$ cat config.mk
export PLATFORM = sky130hd
export DESIGN_NAME = commit_rob_flat
export DESIGN_NICKNAME = d
export VERILOG_FILES = /design/src/rtl/commit_rob_pkg.sv /design/src/rtl/commit_rob_if.sv /design/src/rtl/commit_rob.sv /design/src/flat_wrapper.sv
export SDC_FILE = /design/constraint.sdc
export NUM_CORES = 2
export LEC_CHECK = 0
export BUFFER_PORTS_ARGS = -buffer_cell sky130_fd_sc_hd__buf_2
export CORE_MARGIN = 2
export CORE_UTILIZATION = 50
export DETAILED_ROUTE_END_ITERATION = 6
export PLACE_DENSITY = 0.64
export SYNTH_ARGS = -nofsm -noshare
export SYNTH_HDL_FRONTEND = slang
export SYNTH_SLANG_ARGS = --single-unit
export TNS_END_PERCENT = 100
$ cat constraint.sdc
create_clock -name clk -period 9.3 [get_ports clk]
set_input_delay 1.86 -clock clk [delete_from_list [all_inputs] [get_ports clk]]
set_output_delay 1.86 -clock clk [all_outputs]
set_load 0.005 [all_outputs]
$ cat src/rtl/commit_rob_pkg.sv
// Shared types for the commit-side reorder buffer: entry layout, tags/pointers
// and the completion bus carried from the execute ports.
package commit_rob_pkg;
    localparam int ROB_DEPTH = 16;
    localparam int TAG_W     = $clog2(ROB_DEPTH);

    typedef logic [TAG_W-1:0] rob_tag_t;
    // One extra MSB distinguishes full from empty when the indices match
    typedef logic [TAG_W:0]   rob_ptr_t;

    typedef struct packed {
        logic        valid;
        logic        done;
        logic        is_store;
        logic        ex;
        logic [4:0]  excode;
        logic [4:0]  dest;
        logic [31:0] pc;
        logic [31:0] wdata;
    } rob_entry_t;

    typedef struct packed {
        logic        valid;
        rob_tag_t    tag;
        logic [31:0] wdata;
        logic        ex;
        logic [4:0]  excode;
    } execute_to_commit_bus_t;
endpackage

$ cat src/rtl/commit_rob_if.sv
// Dispatch, completion, retire, store-release and flush signals of the ROB.
interface commit_rob_if;
    import commit_rob_pkg::*;

    logic [1:0]             disp_valid;
    logic                   disp_ready;
    logic [1:0][31:0]       disp_pc;
    logic [1:0][4:0]        disp_dest;
    logic [1:0]             disp_is_store;
    rob_tag_t [1:0]         disp_tag;
    execute_to_commit_bus_t execute_to_commit_bus1;
    execute_to_commit_bus_t execute_to_commit_bus2;
    logic [1:0]             commit_valid;
    logic [1:0][4:0]        commit_dest;
    logic [1:0][31:0]       commit_wdata;
    logic [1:0][31:0]       commit_pc;
    logic                   commit_store_valid;
    logic                   commit_store_ready;
    logic                   flush;
    logic [31:0]            flush_pc;
    logic [4:0]             flush_excode;

    modport master (
        output disp_valid, disp_pc, disp_dest, disp_is_store,
               execute_to_commit_bus1, execute_to_commit_bus2, commit_store_ready,
        input  disp_ready, disp_tag, commit_valid, commit_dest, commit_wdata,
               commit_pc, commit_store_valid, flush, flush_pc, flush_excode
    );

    modport slave (
        input  disp_valid, disp_pc, disp_dest, disp_is_store,
               execute_to_commit_bus1, execute_to_commit_bus2, commit_store_ready,
        output disp_ready, disp_tag, commit_valid, commit_dest, commit_wdata,
               commit_pc, commit_store_valid, flush, flush_pc, flush_excode
    );
endinterface

$ cat src/rtl/commit_rob.sv
// Reorder/commit buffer: in-order 2-wide dispatch and retire, out-of-order
// completion from two execute ports, store release handshake and exception flush.
module commit_rob
    import commit_rob_pkg::*;
(
    input  logic        clk,
    input  logic        resetn,
    commit_rob_if.slave rob_io
);
    localparam rob_ptr_t READY_MAX = rob_ptr_t'(ROB_DEPTH - 2);

    rob_entry_t ent_q [ROB_DEPTH];
    rob_entry_t ent_d [ROB_DEPTH];
    rob_ptr_t   head_q, head_d;
    rob_ptr_t   tail_q, tail_d;

    rob_ptr_t               used;
    rob_tag_t               head_idx, tail_idx;
    rob_entry_t             slot_e [2];
    execute_to_commit_bus_t bus [2];
    logic [1:0]             ret;
    logic [1:0]             disp_fire;
    logic                   disp_rdy;
    logic                   exc0;
    logic                   store0;

    assign used     = tail_q - head_q;
    assign disp_rdy = (used <= READY_MAX);
    assign head_idx = head_q[TAG_W-1:0];
    assign tail_idx = tail_q[TAG_W-1:0];
    assign slot_e[0] = ent_q[head_idx];
    assign slot_e[1] = ent_q[head_idx + rob_tag_t'(1)];
    assign bus[0]    = rob_io.execute_to_commit_bus1;
    assign bus[1]    = rob_io.execute_to_commit_bus2;

    // Freed entries always have valid cleared, so an empty buffer never retires
    assign exc0   = slot_e[0].valid && slot_e[0].done && slot_e[0].ex;
    assign store0 = slot_e[0].valid && slot_e[0].done && !slot_e[0].ex && slot_e[0].is_store;
    assign ret[0] = slot_e[0].valid && slot_e[0].done && !slot_e[0].ex &&
                    (!slot_e[0].is_store || rob_io.commit_store_ready);
    assign ret[1] = ret[0] && slot_e[1].valid && slot_e[1].done &&
                    !slot_e[1].ex && !slot_e[1].is_store;

    assign disp_fire[0] = rob_io.disp_valid[0] && disp_rdy && !exc0;
    assign disp_fire[1] = disp_fire[0] && rob_io.disp_valid[1];

    assign rob_io.disp_ready         = disp_rdy;
    assign rob_io.commit_store_valid = store0;
    assign rob_io.flush              = exc0;
    assign rob_io.flush_pc           = exc0 ? slot_e[0].pc : '0;
    assign rob_io.flush_excode       = exc0 ? slot_e[0].excode : '0;

    generate
        for (genvar gi = 0; gi < 2; gi++) begin : g_slot
            assign rob_io.commit_valid[gi] = ret[gi];
            assign rob_io.commit_dest[gi]  = ret[gi] ? slot_e[gi].dest  : '0;
            assign rob_io.commit_wdata[gi] = ret[gi] ? slot_e[gi].wdata : '0;
            assign rob_io.commit_pc[gi]    = ret[gi] ? slot_e[gi].pc    : '0;
            assign rob_io.disp_tag[gi]     = disp_fire[gi] ? (tail_idx + rob_tag_t'(gi)) : '0;
        end
    endgenerate

    always_comb begin
        ent_d  = ent_q;
        head_d = head_q;
        tail_d = tail_q;
        if (exc0) begin
            // Flush discards everything, including this cycle's dispatch and completions
            head_d = '0;
            tail_d = '0;
            for (int i = 0; i < ROB_DEPTH; i++) begin
                ent_d[i].valid = 1'b0;
                ent_d[i].done  = 1'b0;
            end
        end else begin
            for (int b = 0; b < 2; b++) begin
                if (bus[b].valid && ent_q[bus[b].tag].valid) begin
                    ent_d[bus[b].tag].done   = 1'b1;
                    ent_d[bus[b].tag].wdata  = bus[b].wdata;
                    ent_d[bus[b].tag].ex     = bus[b].ex;
                    ent_d[bus[b].tag].excode = bus[b].excode;
                end
            end
            for (int s = 0; s < 2; s++) begin
                if (ret[s]) begin
                    ent_d[head_idx + rob_tag_t'(s)].valid = 1'b0;
                    ent_d[head_idx + rob_tag_t'(s)].done  = 1'b0;
                end
            end
            for (int s = 0; s < 2; s++) begin
                if (disp_fire[s]) begin
                    ent_d[tail_idx + rob_tag_t'(s)] = '{
                        valid:    1'b1,
                        done:     1'b0,
                        is_store: rob_io.disp_is_store[s],
                        ex:       1'b0,
                        excode:   5'd0,
                        dest:     rob_io.disp_dest[s],
                        pc:       rob_io.disp_pc[s],
                        wdata:    32'd0
                    };
                end
            end
            head_d = head_q + rob_ptr_t'(ret[0]) + rob_ptr_t'(ret[1]);
            tail_d = tail_q + rob_ptr_t'(disp_fire[0]) + rob_ptr_t'(disp_fire[1]);
        end
    end

    always_ff @(posedge clk or negedge resetn) begin
        if (!resetn) begin
            head_q <= '0;
            tail_q <= '0;
            for (int i = 0; i < ROB_DEPTH; i++) begin
                ent_q[i] <= '0;
            end
        end else begin
            head_q <= head_d;
            tail_q <= tail_d;
            for (int i = 0; i < ROB_DEPTH; i++) begin
                ent_q[i] <= ent_d[i];
            end
        end
    end

    // Two completions for one tag in the same cycle cannot both be honoured
    assert property (@(posedge clk) disable iff (!resetn)
        !(bus[0].valid && bus[1].valid && (bus[0].tag == bus[1].tag)));
endmodule

$ cat src/flat_wrapper.sv
// flat-port wrapper written by rule: the top's interface ports become plain ports
module commit_rob_flat import commit_rob_pkg::*;
  (clk, resetn, rob_io_disp_valid, rob_io_disp_pc, rob_io_disp_dest, rob_io_disp_is_store, rob_io_execute_to_commit_bus1, rob_io_execute_to_commit_bus2, rob_io_commit_store_ready, rob_io_disp_ready, rob_io_disp_tag, rob_io_commit_valid, rob_io_commit_dest, rob_io_commit_wdata, rob_io_commit_pc, rob_io_commit_store_valid, rob_io_flush, rob_io_flush_pc, rob_io_flush_excode);
  commit_rob_if rob_io_i ();
  input  logic clk;
  input  logic resetn;
  input wire logic [$bits(rob_io_i.disp_valid)-1:0] rob_io_disp_valid;
  input wire logic [$bits(rob_io_i.disp_pc)-1:0] rob_io_disp_pc;
  input wire logic [$bits(rob_io_i.disp_dest)-1:0] rob_io_disp_dest;
  input wire logic [$bits(rob_io_i.disp_is_store)-1:0] rob_io_disp_is_store;
  input wire logic [$bits(rob_io_i.execute_to_commit_bus1)-1:0] rob_io_execute_to_commit_bus1;
  input wire logic [$bits(rob_io_i.execute_to_commit_bus2)-1:0] rob_io_execute_to_commit_bus2;
  input wire logic [$bits(rob_io_i.commit_store_ready)-1:0] rob_io_commit_store_ready;
  output wire logic [$bits(rob_io_i.disp_ready)-1:0] rob_io_disp_ready;
  output wire logic [$bits(rob_io_i.disp_tag)-1:0] rob_io_disp_tag;
  output wire logic [$bits(rob_io_i.commit_valid)-1:0] rob_io_commit_valid;
  output wire logic [$bits(rob_io_i.commit_dest)-1:0] rob_io_commit_dest;
  output wire logic [$bits(rob_io_i.commit_wdata)-1:0] rob_io_commit_wdata;
  output wire logic [$bits(rob_io_i.commit_pc)-1:0] rob_io_commit_pc;
  output wire logic [$bits(rob_io_i.commit_store_valid)-1:0] rob_io_commit_store_valid;
  output wire logic [$bits(rob_io_i.flush)-1:0] rob_io_flush;
  output wire logic [$bits(rob_io_i.flush_pc)-1:0] rob_io_flush_pc;
  output wire logic [$bits(rob_io_i.flush_excode)-1:0] rob_io_flush_excode;
  assign rob_io_i.disp_valid = rob_io_disp_valid;
  assign rob_io_i.disp_pc = rob_io_disp_pc;
  assign rob_io_i.disp_dest = rob_io_disp_dest;
  assign rob_io_i.disp_is_store = rob_io_disp_is_store;
  assign rob_io_i.execute_to_commit_bus1 = rob_io_execute_to_commit_bus1;
  assign rob_io_i.execute_to_commit_bus2 = rob_io_execute_to_commit_bus2;
  assign rob_io_i.commit_store_ready = rob_io_commit_store_ready;
  assign rob_io_disp_ready = rob_io_i.disp_ready;
  assign rob_io_disp_tag = rob_io_i.disp_tag;
  assign rob_io_commit_valid = rob_io_i.commit_valid;
  assign rob_io_commit_dest = rob_io_i.commit_dest;
  assign rob_io_commit_wdata = rob_io_i.commit_wdata;
  assign rob_io_commit_pc = rob_io_i.commit_pc;
  assign rob_io_commit_store_valid = rob_io_i.commit_store_valid;
  assign rob_io_flush = rob_io_i.flush;
  assign rob_io_flush_pc = rob_io_i.flush_pc;
  assign rob_io_flush_excode = rob_io_i.flush_excode;
  commit_rob u_core (.clk(clk), .resetn(resetn), .rob_io(rob_io_i));
endmodule
# --- After elaboration in Yosys (flattened, before gate mapping) ---
# Index checks and enable logic that the tools add are counted.
classes:
  addsub: 7
  order_cmp: 13
  muxes: 93
  n_bitwise: 6
  reduce_logical: 26
ops:
  columns: ["op", "n"]
  rows:
  - ["bitwise mux 1248 bit", 14]
  - ["two-way mux 1248 bit", 11]
  - ["demux 78 bit (select 4 bit)", 14]
  - ["binary-select mux 78 bit (select 4 bit)", 4]
  - ["two-way mux 78 bit", 12]
  - ["two-way mux 77 bit", 4]
  - ["two-way mux 32 bit", 7]
  - ["two-way mux 75 bit", 2]
  - ["two-way mux 74 bit", 2]
  - ["two-way mux 2 bit", 16]
  - [">= comparator 5 bit, second input constant", 6]
  - ["less-than comparator 5 x 1 -> 1 bit, second input constant", 6]
  - ["inverter 4 -> 5 bit", 6]
  - ["two-way mux 5 bit", 5]
  - ["adder 5 x 1 -> 5 bit", 4]
  - ["logical AND 1 bit", 20]
  - ["adder 4 x 1 -> 4 bit, second input constant", 2]
  - ["two-way mux 4 bit", 2]
  - ["less-or-equal comparator 5 x 4 -> 1 bit, second input constant", 1]
  - ["logical NOT 1 bit", 5]
  - ["subtractor 5 bit", 1]
  - ["logical OR 1 bit", 1]
totals:
  reg_bits: 1258
  out_inout_bits: 188
  word_cells: 275

# --- Depth between registers and ports, before layout ---
logic_depth:
  depth_word: 31
  mapped_depth: 19

# --- Worst setup path after synthesis ---
# No wires, ideal clock.
synth_path:
  path_kind: "register to output"
  from: "register u_core.head_q[3]"
  to: "output rob_io_disp_tag[2]"
  t_arrival_ps: 3554
  required_ps: 7440
  path_slack_ps: 3886
  stages_incl_launch_ff: 13
  n_path_buf: 6
  path_cell_list: "dfrtp_1 > buf_2 > inv_2 > buf_1 > clkbuf_1 > ha_1 > nor4bb_1 > or2_1 > nor3_1 > clkbuf_1 > clkbuf_1 > clkbuf_1 > and3_1"
synth_between:
  elab_chain_len: 9
synth_lines:
  columns: ["element", "line", "text"]
  rows:
  - ["from (decl)", "commit_rob.sv:14", "rob_ptr_t head_q, head_d;"]
  - ["from (signal assigned)", "commit_rob.sv:111", "head_q <= '0;"]
  - ["from (signal assigned)", "commit_rob.sv:117", "head_q <= head_d;"]
  - ["branches (longest 7 deep; another with subtractor 5 bit)", null, null]
  - ["logical AND 1 bit *", "commit_rob.sv:44", "assign disp_fire[0] = rob_io.disp_valid[0] && disp_rdy && !exc0;"]
  - ["two-way mux 4 bit *", "commit_rob.sv:59", "assign rob_io.disp_tag[gi] = disp_fire[gi] ? (tail_idx + rob_tag_t'(gi)) : '0;"]
  - ["to (decl)", "flat_wrapper.sv:15", "output wire logic [$bits(rob_io_i.disp_tag)-1:0] rob_io_disp_tag;"]
# Every way passes the cells marked *. The select of a mux whose other input is x is not followed.

# --- Worst setup path after layout ---
layout_path:
  from: "register u_core.head_q[0]"
  to: "output rob_io_commit_wdata[63]"
layout_between:
  elab_chain_len: 12
layout_lines:
  columns: ["element", "line", "text"]
  rows:
  - ["branches (longest 11 deep; another with adder 4 x 1 -> 4 bit)", null, null]
  - ["two-way mux 32 bit *", "commit_rob.sv:57", "assign rob_io.commit_wdata[gi] = ret[gi] ? slot_e[gi].wdata : '0;"]
  - ["to (decl)", "flat_wrapper.sv:18", "output wire logic [$bits(rob_io_i.commit_wdata)-1:0] rob_io_commit_wdata;"]
# Marks and branches as above.

==> run_results.csv <==
group,metric,value,unit
global_route,grt_pass1_vias,77239,
yosys,synth-seq-cells,1258,
global_route,grt_usage,40.5,%
timing,worstMarginPinSlew,1.35,ns
worst_setup_path,required,7.44,ns
power,p_clk_share,16.8,%
power,power,35.8,mW
timing,finalSetupViolations,0,
worst_setup_path,crit_type,"flop to output pin",
power,leakage,36.8,nW
worst_setup_path,crit_path_end_kind,"output pin",
floorplan,row_count,153,
power,p_int,20.1,mW
cells_and_area,synthToLayoutAreaGrowth,7.88,%
power,p_sw,15.8,mW
routing,ant_nets,0,
yosys,synth_cell_types,78,
cts,htree_num_levels,4,
cells_and_area,final_cell_count_no_fill,10757,
worst_setup_path,crit_path_start_kind,"flop",
cells_and_area,drive_above_1_share,21.0,%
power,pwr-share-comb,52.9,%
yosys,yosysSeqAreaShare,36.2,%
timing,worst_slack,1.58,ns
timing,min_period,7.72,ns
cts,cts_tree,"yes",
worst_setup_path,cp_max_fo,53,
global_route,grt_max_degree,258,
timing,grt_setup_unrepaired,"no",
floorplan,num_io_pins,355,
outcome,status,"completed",
cts,clockBufferDepth,3,
floorplan,die_w,421,um
power,swShare,44.0,%
worst_setup_path,crit_arrival,5.86,ns
cells_and_area,multi_input_area,50900,um^2
power,ir_worst_vdd,0.379,mV
global_route,antenna_found_initial,60,
timing,drv_slew,0,
power,powerDensity,381,nW/um^2
place,detailed_place_hpwl,199000,um
routing,via_per_inst,7.57,
timing,fin_crit_sh,83.0,%
timing,finClkSkew,0.0431,ns
cts,clk_latency,0.84,ns
place,port_buffers,354,
place,place_congestion,0.951,
timing,max_freq,129,MHz
floorplan,start_util,50.2,%
yosys,yosysWarnings,0,
run,max-cap-violations,0,
routing,wl_per_cell,34.4,um
timing,relSlewSlack,9.86,%
place,placed_cells,10453,
cells_and_area,utilization,54.1,%
routing,drt_iter0_drc,13889,
global_route,grt_pass1_wl,540000,um
yosys,async_reset_ff_share,100,%
cells_and_area,nNetsFinal,8467,
cts,cts_hold_buf,0,
global_route,gr-total-overflow,0,
yosys,syn_area_per_cell,9.97,um^2
floorplan,coreArea,173000,um^2
hold_path,min_path_type,"flop to flop",
timing,hold_viol,0,
routing,drc_errors,0,
floorplan,die_height,421,um
timing,fin_tns_setup,0,ns
power,power_frac_seq,30.3,%
routing,dr.pass1.iters,7,
cts,post_cts_buffers,0,
routing,wl,370000,um
yosys,syn_inst,8731,
cts,numCtsBuffers,149,
cts,cts.reportedPaths.clkPinSlew,0.07,ns
place,pre_cts_ws,2.42,ns
cts,clock-sinks,1258,
cells_and_area,regArea,31500,um^2
floorplan,dieArea,177000,um^2
cells_and_area,fillCellCount,15261,
yosys,synth_edf_count,0,
yosys,synth_nets,8919,
cts,root_buffer,"clkbuf_16",
yosys,netlist_area,87100,um^2
yosys,synth_ff_type,"dfrtp_1",
cts,cts_resized,0,
routing,vias,81450,
[state kept, by name (all words and copies together), names as in the netlist]
signal,cells
u_core.ent_q,1248
u_core.head_q,5
u_core.tail_q,5
[cell usage after synthesis, drive strengths merged (4+ instances only)]
| cell | number | area (um^2) |
|---|---|---|
| a22oi | 7 | 52.6 |
| clkbuf | 774 | 2910 |
| o31ai | 498 | 3740 |
| mux2i | 579 | 5800 |
| mux4 | 730 | 16400 |
| mux2 | 153 | 1720 |
| a31oi | 493 | 3080 |
| inv | 27 | 101 |
| buf | 382 | 2110 |
| o22ai | 158 | 988 |
| nor2 | 389 | 1460 |
| o211a | 4 | 40.0 |
| a21oi | 803 | 4020 |
| nor2b | 79 | 494 |
| and4 | 12 | 105 |
| nand3b | 7 | 52.6 |
| dfrtp | 1258 | 31500 |
| o31a | 4 | 35.0 |
| nor3 | 32 | 260 |
| ha | 19 | 238 |
| a211oi | 39 | 293 |
| or2 | 7 | 43.8 |
| nand4 | 138 | 863 |
| a32oi | 6 | 52.6 |
| xor2 | 5 | 43.8 |
| o32ai | 6 | 52.6 |
| and3 | 22 | 138 |
| and2 | 120 | 751 |
| a31o | 5 | 43.8 |
| nand3 | 334 | 1680 |
| nand2 | 726 | 2730 |
| nor4 | 23 | 156 |
| nand2b | 9 | 58.8 |
| a2bb2oi | 44 | 385 |
| o21ai | 702 | 3520 |
| xnor2 | 9 | 78.8 |
| o21a | 77 | 578 |
| nor4bb | 10 | 100 |
[worst max-delay path, stage by stage, from the launching register on]
cell and delay, ns:
dfrtp_4 0.97, clkinv_1 0.64, ha_4 1.13, a311oi_1 0.09, o31a_1 0.43, o21ai_4 1.00, buf_12 0.31, nor2b_1 0.12
buf_2 0.15
[cell type report]
| class | instances | share of cell area [%] |
|---|---|---|
| Antenna cell | 36 | 0.0959 |
| Clock buffer | 221 | 4.58 |
| Clock inverter | 47 | 0.570 |
| Inverter | 28 | 0.131 |
| Multi-Input combinational cell | 6289 | 54.2 |
| Sequential cell | 1258 | 33.5 |
| Tap cell | 2325 | 3.10 |
| Timing Repair Buffer | 553 | 3.75 |
[power groups by stage]
stage	Combinational [mW]	Clock (mW)	Sequential, mW
2_1_floorplan	14.1	0	9.54
6_report	18.9	6.02	10.9
3_3_place_gp	18.0	0	10.6
5_1_grt	20.0	6.22	11.0
4_1_cts	18.5	6.01	10.6
3_5_place_dp	18.5	0	10.7
[through the flow]
stage	hold WS, ns	area (um^2)
CTS	0.490	93800
floorplan	0.459	87100
finish	0.493	93900
detailed placement	0.478	89000
global placement	0.469	89000
global route	0.510	93900
[per-layer routing]
layer | routed length, um | global-route usage, %
met4 | 27900 | 27.0
met1 | 130000 | 52.9
met5 | 217 | 0
met2 | 161000 | 58.7
met3 | 51300 | 11.7
[layout by cell type (no fill, tap or decap), types with 7 or more instances in the layout]
cell,instances
clkinv_2,24
buf_4,180
nand2_1,721
clkbuf_16,149
nand3_1,326
o22ai_1,158
mux4_2,730
nor3_1,14
o21ai_0,698
mux2_2,152
clkbuf_1,42
mux2i_1,579
a2bb2oi_1,44
diode_2,36
a22oi_1,7
a211oi_1,39
and3_1,18
nor2_4,12
a21oi_1,801
nor2b_1,79
nor4_1,12
and4_2,8
xnor2_1,8
and2_1,118
nand3b_1,7
clkbuf_8,30
nor2_1,376
o21a_1,77
nor4bb_1,10
dfrtp_1,1255
a31oi_1,493
o31ai_1,497
clkinv_8,9
inv_1,23
nand4_1,138
buf_12,20
ha_1,18
nor3_4,15
nor4_2,9
buf_2,353
[final timing paths]
check / startpoint / endpoint / slack (ns) / depth (start not counted)
worst max-delay path: u_core.head_q[0] / rob_io_commit_wdata[63] / 1.58 / 8
max in group asynchronous: resetn / u_core.ent_q[682] / 6.37 / 3
min in group asynchronous: resetn / u_core.ent_q[564] / 1.05 / 1
worst min-delay path: u_core.ent_q[1087] / u_core.ent_q[1087] / 0.49 / 1
worst min register to register: u_core.ent_q[1087] / u_core.ent_q[1087] / 0.49 / 1
worst max register to register: u_core.head_q[1] / u_core.ent_q[361] / 3.28 / 11
[kinds of logic (layout without fill, tap and decap cells)]
kind of cell / count (synthesis) / after routing / synth area share (%)
multiplexers: 1462 / 1462 / 27.5
other: 0 / 36 / 0
buffers and inverters: 1184 / 849 / 5.88
AND/OR/NAND/NOR: 1923 / 1923 / 10.4
XOR/XNOR: 14 / 14 / 0.141
adder cells (fa/ha/maj): 21 / 21 / 0.319
flip-flops: 1258 / 1258 / 36.2
AO/OA/AOI/OAI: 2869 / 2869 / 19.6
No activity file was read; power rests on OpenSTA's default activity.
